### config.mk
export PLATFORM = sky130hd
export DESIGN_NAME = ntt_stage_sequencer
export DESIGN_NICKNAME = d
export VERILOG_FILES = /design/src/rtl/ntt_pkg.sv /design/src/rtl/ntt_addr_calc.sv /design/src/rtl/ntt_stage_sequencer.sv
export SDC_FILE = /design/constraint.sdc
export NUM_CORES = 1
export LEC_CHECK = 0
export CAP_MARGIN = 20
export CELL_PAD_IN_SITES_DETAIL_PLACEMENT = 0
export CELL_PAD_IN_SITES_GLOBAL_PLACEMENT = 1
export CORE_AREA = 2 2 119 121
export CTS_CLUSTER_SIZE = 16
export DETAILED_ROUTE_END_ITERATION = 7
export DIE_AREA = 0 0 121 123
export PLACE_DENSITY_LB_ADDON = 0.1
export SYNTH_ARGS = -nofsm -noshare
export SYNTH_HDL_FRONTEND = slang
export SYNTH_SLANG_ARGS = --single-unit
### constraint.sdc
create_clock -name clk -period 8.4 [get_ports clk]
set_clock_uncertainty 0.2 [all_clocks]
set_input_delay 0.84 -clock clk [delete_from_list [all_inputs] [get_ports clk]]
set_output_delay 0.84 -clock clk [all_outputs]
set_load 0.03 [all_outputs]
### src/rtl/ntt_pkg.sv
// Shared constants, state type and pipeline-latency helper for the NTT stage sequencer.
package ntt_pkg;
    localparam int N      = 256;
    localparam int NSTAGE = 7;
    localparam int HALF   = 128;

    typedef enum logic [1:0] {
        IDLE  = 2'd0,
        RUN   = 2'd1,
        DRAIN = 2'd2,
        DONE  = 2'd3
    } state_e;

    // Read-issue to write-back distance: RAM read plus butterfly latency.
    function automatic int pipe_lat(input int rd_lat, input int bf_lat);
        return rd_lat + bf_lat;
    endfunction
endpackage

### src/rtl/ntt_addr_calc.sv
// Combinational butterfly addressing: (stage, butterfly index, mode) -> operand and twiddle addresses.
module ntt_addr_calc
    import ntt_pkg::*;
(
    input  logic [2:0]              stage,
    input  logic [6:0]              idx,
    input  logic                    mode,
    output logic [$clog2(N)-1:0]    a,
    output logic [$clog2(N)-1:0]    b,
    output logic [$clog2(N)-1:0]    tw
);
    localparam int AW = $clog2(N);

    logic [2:0]    len_log;
    logic [3:0]    grp_sh;
    logic [AW-1:0] len;
    logic [AW-1:0] idx_w;
    logic [AW-1:0] grp;
    logic [AW-1:0] off;

    // NTT halves the butterfly span each stage, INTT doubles it.
    always_comb begin
        len_log = mode ? (stage + 3'd1) : (3'd7 - stage);
        grp_sh  = {1'b0, len_log} + 4'd1;
        len     = AW'(1) << len_log;
        idx_w   = {{(AW-7){1'b0}}, idx};
        grp     = idx_w >> len_log;
        off     = idx_w & (len - AW'(1));
        a       = (grp << grp_sh) + off;
        b       = a + len;
        tw      = mode ? ((AW'(HALF) >> stage) - AW'(1) - grp)
                       : ((AW'(1) << stage) + grp);
    end
endmodule

### src/rtl/ntt_stage_sequencer.sv
// Stage/butterfly sequencer for a single-butterfly Kyber NTT/INTT with pipelined write-back.
//
// state | meaning
// IDLE  | waiting for start; read addresses held at 0
// RUN   | one butterfly issued per cycle, i = 0..127
// DRAIN | PIPE cycles for the pipeline to commit the stage's last write
// DONE  | one-cycle done pulse, start ignored
module ntt_stage_sequencer
    import ntt_pkg::*;
#(
    parameter int LOGN   = 8,
    parameter int RD_LAT = 1,
    parameter int BF_LAT = 4
) (
    input  logic            clk,
    input  logic            rst,
    input  logic            start,
    input  logic            mode,
    output logic            busy,
    output logic            done,
    output logic            mode_out,
    output logic [2:0]      stage,
    output logic [LOGN-1:0] rd_addr_a,
    output logic [LOGN-1:0] rd_addr_b,
    output logic [LOGN-1:0] tw_addr,
    output logic [LOGN-1:0] wr_addr_a,
    output logic [LOGN-1:0] wr_addr_b,
    output logic            wen
);
    localparam int PIPE = pipe_lat(RD_LAT, BF_LAT);
    localparam int IW   = $clog2(HALF);
    localparam int DW   = $clog2(PIPE + 1);

    state_e          state_q, state_d;
    logic [IW-1:0]   i_q, i_d;
    logic [2:0]      stage_q, stage_d;
    logic [DW-1:0]   drain_q, drain_d;
    logic            mode_q, mode_d;
    logic            busy_q, busy_d;
    logic            done_q, done_d;
    logic [LOGN-1:0] rd_a_q, rd_a_d;
    logic [LOGN-1:0] rd_b_q, rd_b_d;
    logic [LOGN-1:0] tw_q, tw_d;
    logic [LOGN-1:0] calc_a, calc_b, calc_tw;
    logic            issue_now;

    logic [PIPE-1:0][LOGN-1:0] wa_pipe_q, wa_pipe_d;
    logic [PIPE-1:0][LOGN-1:0] wb_pipe_q, wb_pipe_d;
    logic [PIPE-1:0]           wen_pipe_q, wen_pipe_d;

    always_ff @(posedge clk or negedge rst) begin
        if (!rst) begin
            state_q <= IDLE;
        end else begin
            state_q <= state_d;
        end
    end

    always_comb begin
        state_d = state_q;
        i_d     = i_q;
        stage_d = stage_q;
        drain_d = drain_q;
        mode_d  = mode_q;
        busy_d  = busy_q;
        done_d  = 1'b0;
        unique case (state_q)
            IDLE: begin
                if (start) begin
                    state_d = RUN;
                    mode_d  = mode;
                    stage_d = '0;
                    i_d     = '0;
                    busy_d  = 1'b1;
                end
            end
            RUN: begin
                if (i_q == IW'(HALF - 1)) begin
                    state_d = DRAIN;
                    drain_d = DW'(PIPE - 1);
                end else begin
                    i_d = i_q + 1'b1;
                end
            end
            DRAIN: begin
                if (drain_q == '0) begin
                    if (stage_q == 3'(NSTAGE - 1)) begin
                        state_d = DONE;
                        busy_d  = 1'b0;
                        done_d  = 1'b1;
                    end else begin
                        state_d = RUN;
                        stage_d = stage_q + 1'b1;
                        i_d     = '0;
                    end
                end else begin
                    drain_d = drain_q - 1'b1;
                end
            end
            DONE: begin
                state_d = IDLE;
            end
            default: begin
                state_d = IDLE;
            end
        endcase
    end

    // Addresses are computed from the next-cycle indices so the registered
    // read outputs line up with the cycle the butterfly is issued.
    ntt_addr_calc u_addr_calc (
        .stage (stage_d),
        .idx   (i_d),
        .mode  (mode_d),
        .a     (calc_a),
        .b     (calc_b),
        .tw    (calc_tw)
    );

    assign issue_now = (state_q == RUN);

    always_comb begin
        rd_a_d     = (state_d == RUN) ? calc_a  : '0;
        rd_b_d     = (state_d == RUN) ? calc_b  : '0;
        tw_d       = (state_d == RUN) ? calc_tw : '0;
        wa_pipe_d  = {wa_pipe_q[PIPE-2:0], rd_a_q};
        wb_pipe_d  = {wb_pipe_q[PIPE-2:0], rd_b_q};
        wen_pipe_d = {wen_pipe_q[PIPE-2:0], issue_now};
    end

    always_ff @(posedge clk or negedge rst) begin
        if (!rst) begin
            i_q        <= '0;
            stage_q    <= '0;
            drain_q    <= '0;
            mode_q     <= 1'b0;
            busy_q     <= 1'b0;
            done_q     <= 1'b0;
            rd_a_q     <= '0;
            rd_b_q     <= '0;
            tw_q       <= '0;
            wa_pipe_q  <= '0;
            wb_pipe_q  <= '0;
            wen_pipe_q <= '0;
        end else begin
            i_q        <= i_d;
            stage_q    <= stage_d;
            drain_q    <= drain_d;
            mode_q     <= mode_d;
            busy_q     <= busy_d;
            done_q     <= done_d;
            rd_a_q     <= rd_a_d;
            rd_b_q     <= rd_b_d;
            tw_q       <= tw_d;
            wa_pipe_q  <= wa_pipe_d;
            wb_pipe_q  <= wb_pipe_d;
            wen_pipe_q <= wen_pipe_d;
        end
    end

    assign busy      = busy_q;
    assign done      = done_q;
    assign mode_out  = mode_q;
    assign stage     = stage_q;
    assign rd_addr_a = rd_a_q;
    assign rd_addr_b = rd_b_q;
    assign tw_addr   = tw_q;
    assign wr_addr_a = wa_pipe_q[PIPE-1];
    assign wr_addr_b = wb_pipe_q[PIPE-1];
    assign wen       = wen_pipe_q[PIPE-1];
endmodule

# Word-level counts from Yosys, hierarchy flattened
# Index checks and enable logic that the tools add are counted.
# W data, S select, Z words.
dict set report word_totals {
  register_bits 127
  output_inout_bits 47
  elab_cells 87
}
dict set report op_classes {
  n_addsub 12
  shifts 5
  muxes 31
  n_bitwise 1
  n_eq_ne 11
  reduce_logical 6
}
# op count
set ops {}
lappend ops {{$mux W8} 4}
lappend ops {{$mux W7} 4}
lappend ops {{$add A8 B8 Y8} 3}
lappend ops {{$pmux W7 S3} 1}
lappend ops {{$mux W3} 6}
lappend ops {{$shl A1 B3 Y8 const A} 2}
lappend ops {{$sub A8 B1 Y8 const B} 2}
lappend ops {{$pmux W3 S2} 2}
lappend ops {{$and A7 B8 Y8} 1}
lappend ops {{$mux W1} 8}
lappend ops {{$mux W2} 4}
lappend ops {{$ne A2 B2 Y1 const B} 4}
lappend ops {{$pmux W2 S4} 1}
lappend ops {{$shl A8 B4 Y8} 1}
lappend ops {{$shr A7 B3 Y8} 1}
lappend ops {{$shr A8 B3 Y8 const A} 1}
lappend ops {{$sub A8 B8 Y8} 1}
lappend ops {{$add A7 B1 Y7 const B} 1}
lappend ops {{$eq A7 B7 Y1 const B} 1}
lappend ops {{$add A3 B1 Y3 const B} 2}
lappend ops {{$add A3 B1 Y4 const B} 1}
lappend ops {{$eq A2 B1 Y1 const B} 2}
lappend ops {{$eq A2 B2 Y1 const B} 2}
lappend ops {{$reduce_and A4 Y1} 1}
lappend ops {{other kinds (9)} 10}

# Depth between registers and ports, before layout
dict set report depth {
  ltp_word 12
  ltp_mapped 33
}

# By module
# A second synthesis with hierarchy kept.
dict set report unflattened {
  hier_cells 596
  area_unflattened_um2 6482.5
}
# mod n_inst area_per_inst_um2 cells_per_inst
set by_module_without_submodules {}
lappend by_module_without_submodules {ntt_stage_sequencer 1 4395.5 305}
lappend by_module_without_submodules {ntt_addr_calc 1 2087.0 291}

# Least setup slack after synthesis
# No wires, ideal clock.
dict set report synth_timing {
  kind {register -> register}
  from {reg stage_q[0] (netlist: stage[0])}
  to {reg rd_b_q[7] (netlist: rd_addr_b[7])}
  synth_period_minus_slack_ns 6.525
  path_slack_ns 1.875
  arrival_ns 6.206
  path_buffers 3
  stages_incl_launch_ff 32
  setup_ns 0.119
  required_time_ns 8.081
  cell_sequence {dfrtp_1 inv_1 ha_1 and2_1 nor3_1 o21ai_1 nand2_1 clkbuf_1 ha_1 ha_1 nor2_1 a21oi_4 buf_4 clkbuf_1 ha_1 o21ai_0 nor4_1 ha_1 inv_1 fa_1 inv_1 ha_1 a21o_1 a21oi_1 o21bai_1 a21oi_1 o21bai_1 a21oi_1 xnor2_1 xnor2_1 xnor2_1 and2_1}
}
dict set report synth_via {
  elab_chain_len 12
}
# item line
set synth_lines {}
lappend synth_lines {{start: declaration} ntt_stage_sequencer.sv:36} ;# logic [2:0] stage_q, stage_d;
lappend synth_lines {{start signal: assignment} ntt_stage_sequencer.sv:147} ;# stage_q <= stage_d;
lappend synth_lines {{$add A3 B1 Y3 / $eq A3 B3 Y1 (equally long branches)} {ntt_stage_sequencer.sv:93, ntt_stage_sequencer.sv:87}}
lappend synth_lines {{$mux W3} ntt_stage_sequencer.sv:87} ;# if (stage_q == 3'(NSTAGE - 1)) begin
lappend synth_lines {{$mux W3} ntt_stage_sequencer.sv:86} ;# if (drain_q == '0) begin
lappend synth_lines {{$pmux W3 S2 *} ntt_stage_sequencer.sv:67} ;# unique case (state_q)
lappend synth_lines {{net stage_d[0]} ntt_stage_sequencer.sv:36}
lappend synth_lines {{$sub A3 B3 Y3 / $add A3 B1 Y3 (equally long branches)} ntt_addr_calc.sv:23} ;# len_log = mode ? (stage + 3'd1) : (3'd7 - stage);
lappend synth_lines {{$mux W3 *} ntt_addr_calc.sv:23}
lappend synth_lines {{$shl A1 B3 Y8} ntt_addr_calc.sv:25} ;# len = AW'(1) << len_log;
lappend synth_lines {{$sub A8 B1 Y8} ntt_addr_calc.sv:28} ;# off = idx_w & (len - AW'(1));
lappend synth_lines {{$and A7 B8 Y8} ntt_addr_calc.sv:28}
lappend synth_lines {{$add A8 B8 Y8} ntt_addr_calc.sv:29} ;# a = (grp << grp_sh) + off;
lappend synth_lines {{$add A8 B8 Y8 *} ntt_addr_calc.sv:30} ;# b = a + len;
lappend synth_lines {{$mux W8 *} ntt_stage_sequencer.sv:124} ;# rd_b_d = (state_d == RUN) ? calc_b : '0;
lappend synth_lines {{net rd_b_d[7]} ntt_stage_sequencer.sv:42} ;# logic [LOGN-1:0] rd_b_q, rd_b_d;
lappend synth_lines {{end signal: assignment} ntt_stage_sequencer.sv:153} ;# rd_b_q <= rd_b_d;
lappend synth_lines {{end: declaration} ntt_stage_sequencer.sv:42}
# The timed path passes the listed nets; every way through them passes the cells marked *.
# A chain may end at the register's enable or synchronous reset.

# Worst setup path in the final report
dict set report layout_timing {
  from {reg drain_q[0]}
  to {reg rd_b_q[7] (netlist: rd_addr_b[7])}
}
dict set report layout_via {
  elab_chain_len 11
}
# item line
set layout_lines {}
lappend layout_lines {{start: declaration} ntt_stage_sequencer.sv:37} ;# logic [DW-1:0] drain_q, drain_d;
lappend layout_lines {{start signal: assignment} ntt_stage_sequencer.sv:148} ;# drain_q <= drain_d;
lappend layout_lines {{$logic_not A3 Y1 *} ntt_stage_sequencer.sv:86}
lappend layout_lines {{$mux W3} ntt_stage_sequencer.sv:86}
lappend layout_lines {{$pmux W3 S2} ntt_stage_sequencer.sv:67}
lappend layout_lines {{$sub A3 B3 Y3 / $add A3 B1 Y3 (equally long branches)} ntt_addr_calc.sv:23}
lappend layout_lines {{$mux W3} ntt_addr_calc.sv:23}
lappend layout_lines {{$shl A1 B3 Y8} ntt_addr_calc.sv:25}
lappend layout_lines {{$sub A8 B1 Y8} ntt_addr_calc.sv:28}
lappend layout_lines {{$and A7 B8 Y8} ntt_addr_calc.sv:28}
lappend layout_lines {{$add A8 B8 Y8} ntt_addr_calc.sv:29}
lappend layout_lines {{$add A8 B8 Y8} ntt_addr_calc.sv:30}
lappend layout_lines {{$mux W8 *} ntt_stage_sequencer.sv:124}
lappend layout_lines {{net rd_b_d[7]} ntt_stage_sequencer.sv:42}
# Marked as above.

==> flow_metrics.tcl <==
set metrics [dict create \
    critPathCapture "rd_addr_b[7]$_DFF_PN0_" \
    start_util_pct 45.0 \
    finalMaxSlewViolations 0 \
    gr-total-overflow 0 \
    critPathRequiredTime_ns 8.50 \
    reg2reg_slack_ns 1.33 \
    rsz0062_at_grt "no" \
    hold_violations 0 \
    wl_um 12500 \
    synth.distinct_cells 69 \
    grt_max_degree 87 \
    cts-root-to-sink-buffers 2 \
    ys_seq_area_share_pct 51.8 \
    worstPathArrival_ns 7.17 \
    area_growth_pct 19.9 \
    synth_seq_cells 127 \
    gp_congestion 0.837 \
    tritoncts "built" \
    cpPeakStageDelay_ns 0.55 \
    num_rows 43 \
    cts_buffers 17 \
    cp-startpoint "drain_q[0]$_DFFE_PN0P_" \
    slew_headroom_pct 56.0 \
    crit_type "reg -> reg" \
    cts_max_level 4 \
    dieArea_um2 14900 \
    cts-resized-gates 0 \
    detail-route-antenna-nets 0 \
    slowest_stage "a21oi_4" \
    path_max_fanout 23 \
    cts_root_buffer "clkbuf_16" \
    core_um2 13600 \
    static-leakage-power_nw 3.31 \
    vias 4059 \
    cts_setup_buffers 0 \
    final_util_pct 54.0 \
    power_density_nw_per_um2 189 \
    antenna_found_initial 0 \
    hold_class "reg -> reg" \
    drive_gt1_share_pct 9.32 \
    insertion_delay_ns 0.42 \
    clock-sinks 127 \
    clk_pin_slew_ns 0.06 \
    ys_warn_count 0 \
    setup_tns_ns 0 \
    hpwl_um 9010 \
    syn_nets 618 \
    syn_inst 564 \
    worstReg2RegEnd "rd_addr_b[7]$_DFF_PN0_" \
    fin_crit_ns 7.07 \
    die_y_um 123 \
    drc 0 \
    final-instance-count-excl-fill 802 \
    hold_buffers 0 \
    via_per_inst 5.06 \
    max-cap-violations 0 \
    irDropWorstVdd_v 0.000117 \
    rr_worst_depth 30 \
    synth_area_per_cell_um2 10.9 \
    crit_top_cell "ha_1" \
    async_flop_share_pct 100 \
    dr.pass1.iters 4 \
    synth_edf_count 0 \
    grt_pass1_vias 4143 \
    place_inst 769 \
    cp-start-kind "register" \
    fmax_ghz 0.141 \
    worst_setup_path_end_kind "register" \
    die_w_um 121 \
    reg2reg_from "drain_q[0]$_DFFE_PN0P_" \
    synth-main-ff-cell "dfrtp_1" \
    io_buffers 50 \
    ios 51 \
    status "finished, final reports clean" \
    tightestPinTransition_ns 0.658 \
    syn_area_um2 6130 \
    grt_use_total_pct 18.5 \
    grt_pass1_wl_um 21100 \
    nets 663 \
    routedWlPerCell_um 15.6 \
    drt_iter0_drc 200 \
    setup_viol 0 \
    diodes 0 \
    post-route-period-util_pct 84.2 \
]
==> layout by cell type, fill, tap and decap left out, drive strengths merged, types with 5 or more instances in the layout <==
| cell type | synthesis | layout |
|---|---|---|
| a21o | 6 | 6 |
| a21oi | 43 | 43 |
| and2 | 19 | 19 |
| buf | 22 | 6 |
| clkbuf | 7 | 19 |
| clkdlybuf4s50 | 0 | 49 |
| clkinv | 2 | 8 |
| dfrtp | 127 | 127 |
| ha | 46 | 46 |
| inv | 43 | 44 |
| mux2 | 5 | 5 |
| mux2i | 7 | 7 |
| nand2 | 30 | 30 |
| nand3 | 13 | 13 |
| nor2 | 57 | 57 |
| nor2b | 10 | 10 |
| nor3 | 6 | 6 |
| o21ai | 25 | 25 |
| o21bai | 9 | 9 |
| xnor2 | 23 | 23 |
==> power by group <==
group	total [mW]	switching [mW]	internal, mW
registers	0.612	0	0.612
clock network	0.759	0.262	0.497
logic	0.0145	0.0117	0.00282
==> layer usage <==
metal	GRT usage, %	wire, um	share of wire (%)	vias to the layer above
met5	0	0	0	-
li1	-	-	-	1991
met1	24.3	5710	46	1970
met2	29.8	6120	49	82
met4	7.12	244	1.9	0
met3	4.57	460	3.7	16
==> worst max-delay path: cells and delay by family (launching register included) <==
kind	cells	cell delay, ns
xor+xnor	3	0.40
mux	1	0.30
flops	1	0.39
buf+inv	4	0.41
fa+ha+maj	6	1.87
simple gates	6	1.22
compound gates	10	2.15
==> cell usage after synthesis, drive strengths merged (2+ instances only) <==
| master | instances | area, um^2 |
|---|---|---|
| a32oi | 2 | 25.0 |
| nor3 | 6 | 35.0 |
| a21boi | 4 | 30.0 |
| xnor2 | 23 | 201 |
| o21ai | 25 | 125 |
| inv | 43 | 161 |
| o22ai | 3 | 25.0 |
| a31oi | 2 | 12.5 |
| nand4 | 3 | 18.8 |
| a21oi | 43 | 241 |
| o32ai | 2 | 17.5 |
| nor2b | 10 | 62.6 |
| a21o | 6 | 45.0 |
| clkinv | 2 | 12.5 |
| o21bai | 9 | 67.6 |
| fa | 4 | 80.1 |
| and2 | 19 | 119 |
| nand3 | 13 | 65.1 |
| xor2 | 4 | 35.0 |
| or2 | 2 | 12.5 |
| nor2 | 57 | 214 |
| a211oi | 4 | 40.0 |
| clkbuf | 7 | 26.3 |
| dfrtp | 127 | 3180 |
| o31ai | 3 | 27.5 |
| nand2 | 30 | 113 |
| mux2 | 5 | 63.8 |
| buf | 22 | 159 |
| and3 | 4 | 25.0 |
| ha | 46 | 576 |
| mux2i | 7 | 82.6 |
| a22o | 2 | 26.3 |
| a41oi | 2 | 17.5 |
| o211ai | 3 | 22.5 |
| nand2b | 4 | 25.0 |
==> how the worst min path moves through the flow <==
| stage | from | endpoint | cells past startpoint |
|---|---|---|---|
| 2_1_floorplan | wa_pipe_d[8]$_DFF_PN0_ | wa_pipe_d[16]$_DFF_PN0_ | 0 |
| 3_3_place_gp | wa_pipe_d[39]$_DFF_PN0_ | wr_addr_a[7]$_DFF_PN0_ | 0 |
| 3_5_place_dp | wa_pipe_d[26]$_DFF_PN0_ | wa_pipe_d[34]$_DFF_PN0_ | 0 |
| 4_1_cts | wb_pipe_d[14]$_DFF_PN0_ | wb_pipe_d[22]$_DFF_PN0_ | 0 |
| 5_1_grt | wb_pipe_d[26]$_DFF_PN0_ | wb_pipe_d[34]$_DFF_PN0_ | 0 |
| 6_report | wb_pipe_d[26]$_DFF_PN0_ | wb_pipe_d[34]$_DFF_PN0_ | 0 |
==> kinds of logic after synthesis <==
kind of cell | count (synthesis) | synth area share (%)
and+or+nand+nor | 154 | 12.1
DFF | 127 | 51.8
AOI/OAI and AO/OA | 120 | 13.3
buffers and inverters | 74 | 5.86
adders and majority gates | 50 | 10.7
xor gates and xnor gates | 27 | 3.86
muxes | 12 | 2.39
==> area by class of cell <==
type                            instances  area, um^2
Clock inverter                         13         189
Timing Repair Buffer                   55         556
Inverter                               45         174
Sequential cell                       127        3180
Fill cell                            1177        6260
Multi-Input combinational cell        363        2590
Clock buffer                           19         433
Tap cell                              180         225
==> state kept, by name, indices dropped and copies added, names as in the netlist, 7 cells and up <==
signal and flops:
wr_addr_b 8, tw_addr 8, wb_pipe_d 32, rd_addr_a 8, wr_addr_a 8, rd_addr_b 8, wa_pipe_d 32, i_q 7
==> per-stage QoR <==
stage | hold slack (ns) | worst slack, ns | power (mW) | instance area [um^2]
detailed placement | 0.135 | 1.07 | 0.637 | 6700
global route | 0.145 | 0.808 | 1.44 | 7350
finish | 0.142 | 1.33 | 1.39 | 7350
CTS | 0.142 | 1.36 | 1.41 | 7320
global placement | 0.132 | 1.25 | 0.637 | 6700
floorplan | 0.131 | 1.88 | 0.623 | 6130
Power figures use the tool's default switching activity.
==> RTL edit (same settings) <==
Change the parameter `BF_LAT` from 4 to 2.
--- a/src/rtl/ntt_stage_sequencer.sv
+++ b/src/rtl/ntt_stage_sequencer.sv
@@ -10,7 +10,7 @@
 #(
     parameter int LOGN   = 8,
     parameter int RD_LAT = 1,
-    parameter int BF_LAT = 4
+    parameter int BF_LAT = 2
 ) (
     input  logic            clk,
     input  logic            rst,
Function: changed (a bounded check fails within 10 cycles, from zero or initial values and one cycle with rst low).
==> RTL edit against the unedited design <==
Area after synthesis shrank 14%. Critical path depth shrank 5. Routed wire length shrank 10%. Final area shrank 17%. Sequential share of layout area shrank 5.7 points. Critical path type is now in2reg. Power shrank 40%. Critical endpoint unchanged. Sequential cell count shrank 35. Largest cell class is now multi-input combinational cells. Fmax grew 5.5%. Setup slack gained 0.37 ns.
==> RTL edit: results (changes against the unedited design) <==
[status]
status = finished clean  ; unchanged

[synth]
post_synth_num_cell_types = 72  ; was 69
mappedNetlistNets = 581  ; was 618
post_synth_most_frequent_cells = sky130_fd_sc_hd__dfrtp_1 (92), sky130_fd_sc_hd__nor2_1 (55), sky130_fd_sc_hd__ha_1 (45)  ; was sky130_fd_sc_hd__dfrtp_1 (127), sky130_fd_sc_hd__nor2_1 (57), sky130_fd_sc_hd__ha_1 (46)
cells_taking_the_most_area_after_synthesis = sky130_fd_sc_hd__dfrtp_1 (43%), sky130_fd_sc_hd__ha_1 (11%), sky130_fd_sc_hd__nor2_1 (3.9%)  ; was sky130_fd_sc_hd__dfrtp_1 (52%), sky130_fd_sc_hd__ha_1 (9.4%), sky130_fd_sc_hd__nor2_1 (3.5%)
synth.yosys.seq_area_share = 0.435  ; was 0.518
post_synth_inst_count = 528  ; was 564

[global_route]
first_global_vias = 3698  ; was 4,143
grt_pass1_wl_mm = 19.0  ; was 21.1 mm
groute.usage.overall = 0.164  ; was 0.185
grt_max_degree = 76  ; was 87

[cts]
clk-insertion-delay-late_ns = 0.34  ; was 0.42 ns
cts-resized-gates = 0  ; unchanged
cts_inserted_buffers = 9  ; was 17
cts_htree_levels = 3  ; was 4

[worst_setup_path]
timing.reg2reg.worst_path_depth = 27  ; was 30
rr_startpoint = drain_q[0]  ; unchanged
cp_slowest_stage_delay_ns = 0.61  ; was 0.55 ns
cp.arrival_ns = 6.72  ; was 7.17 ns
timing.critical_path.fanout_max = 23  ; unchanged
path_delay_family = adder cells  ; was compound AO/OA/AOI/OAI gates
critical-path-slowest-cell = sky130_fd_sc_hd__clkdlybuf4s50_1  ; was sky130_fd_sc_hd__a21oi_4
reg2reg_setup_slack_ns = 1.72  ; was 1.33 ns

[placed_design]
gp_congestion = 0.850  ; was 0.837
dpl.hpwl_mm = 8.76  ; was 9.01 mm
placedCellCount = 729  ; was 769
port_buffers = 50  ; unchanged

[power_and_ir_drop]
vdd_drop_max_mv = 0.0912  ; was 0.117 mV
static-leakage-power_nw = 2.76  ; was 3.31 nW

[finish]
fill_cells = 1305  ; was 1,177
final_net_count = 613  ; was 663
final_layout_size_suffix_gt1_frac = 0.0867  ; was 0.0932

[detailed_routing]
via_count = 3773  ; was 4,059
detail_route.iter0.violations = 184  ; was 200
route.detailed.vias_per_inst = 5.06  ; about the same
routed_wl_mm = 11.2  ; was 12.5 mm

[hold_path]
worst_hold_path.num_cells = 0  ; unchanged
hold_start = wa_pipe_d[16]  ; was wb_pipe_d[26]
min_to = wr_addr_a[0]  ; was wb_pipe_d[34]

[timing]
hold_slack_ns = 0.146  ; was 0.142 ns
slew_headroom = 0.405  ; was 0.560

## RTL edit: changes by cell type after synthesis, moves of 5 or more
cell                       delta
sky130_fd_sc_hd__and2_1      -12
sky130_fd_sc_hd__o21ai_1      -8
sky130_fd_sc_hd__nand2b_1     +6
sky130_fd_sc_hd__dfrtp_1     -35
sky130_fd_sc_hd__buf_1        +5
## RTL edit: per-stage QoR
step | utilization | area (µm²) | setup slack [ns]
finish | 0.450 | 6130 | 1.69
global route | 0.450 | 6130 | 1.29
CTS | 0.450 | 6130 | 1.76
detailed placement | 0.429 | 5840 | 1.42
global placement | 0.429 | 5840 | 1.56
floorplan | - | 5300 | 2.06
## RTL edit: cell families (layout without fill, tap and decap cells)
kind of cell,Yosys count,after routing,share of synthesized area
buffers and inverters,83,120,0.0744
AND/OR/NAND/NOR,148,148,0.134
flip-flops,92,92,0.435
AO/OA/AOI/OAI,115,115,0.156
adder cells (fa/ha/maj),49,49,0.121
XOR/XNOR,26,26,0.0430
multiplexers,15,15,0.0373
## RTL edit: worst max-delay path by stage
| stage | slack [ns] | end | cells after the start | from |
|---|---|---|---|---|
| 3_5_place_dp | 1.42 | rd_addr_b[7] | 25 | start |
| 5_1_grt | 1.29 | rd_addr_b[7] | 27 | drain_q[0] |
| 2_1_floorplan | 2.06 | rd_addr_b[7] | 29 | stage[0] |
| 6_report | 1.69 | rd_addr_b[7] | 25 | start |
| 4_1_cts | 1.76 | rd_addr_b[7] | 27 | drain_q[0] |
| 3_3_place_gp | 1.56 | rd_addr_b[7] | 25 | start |
## RTL edit: final cells by class
class                      instances  area (µm²)  share of cell area
tap                              180         225              0.0367
multi-input combinational        353        2600               0.424
sequential                        92        2300               0.376
inverter                          50         188              0.0306
clock buffer                       9         225              0.0367
timing repair buffer              54         528              0.0861
clock inverter                     7        60.1             0.00980
## RTL edit: layer usage
layer / share of wire / GRT usage / vias up
li1: - / - / 1859
met1: 0.48 / 0.228 / 1832
met2: 0.47 / 0.259 / 72
met3: 0.034 / 0.0309 / 10
met4: 0.012 / 0.0516 / 0
met5: 0 / 0 / -
## RTL edit: where the power goes
group          internal [mW]  switching [mW]  total, mW
Sequential             0.443               0      0.443
Combinational        0.00159         0.00878     0.0104
Clock                  0.206           0.174      0.380
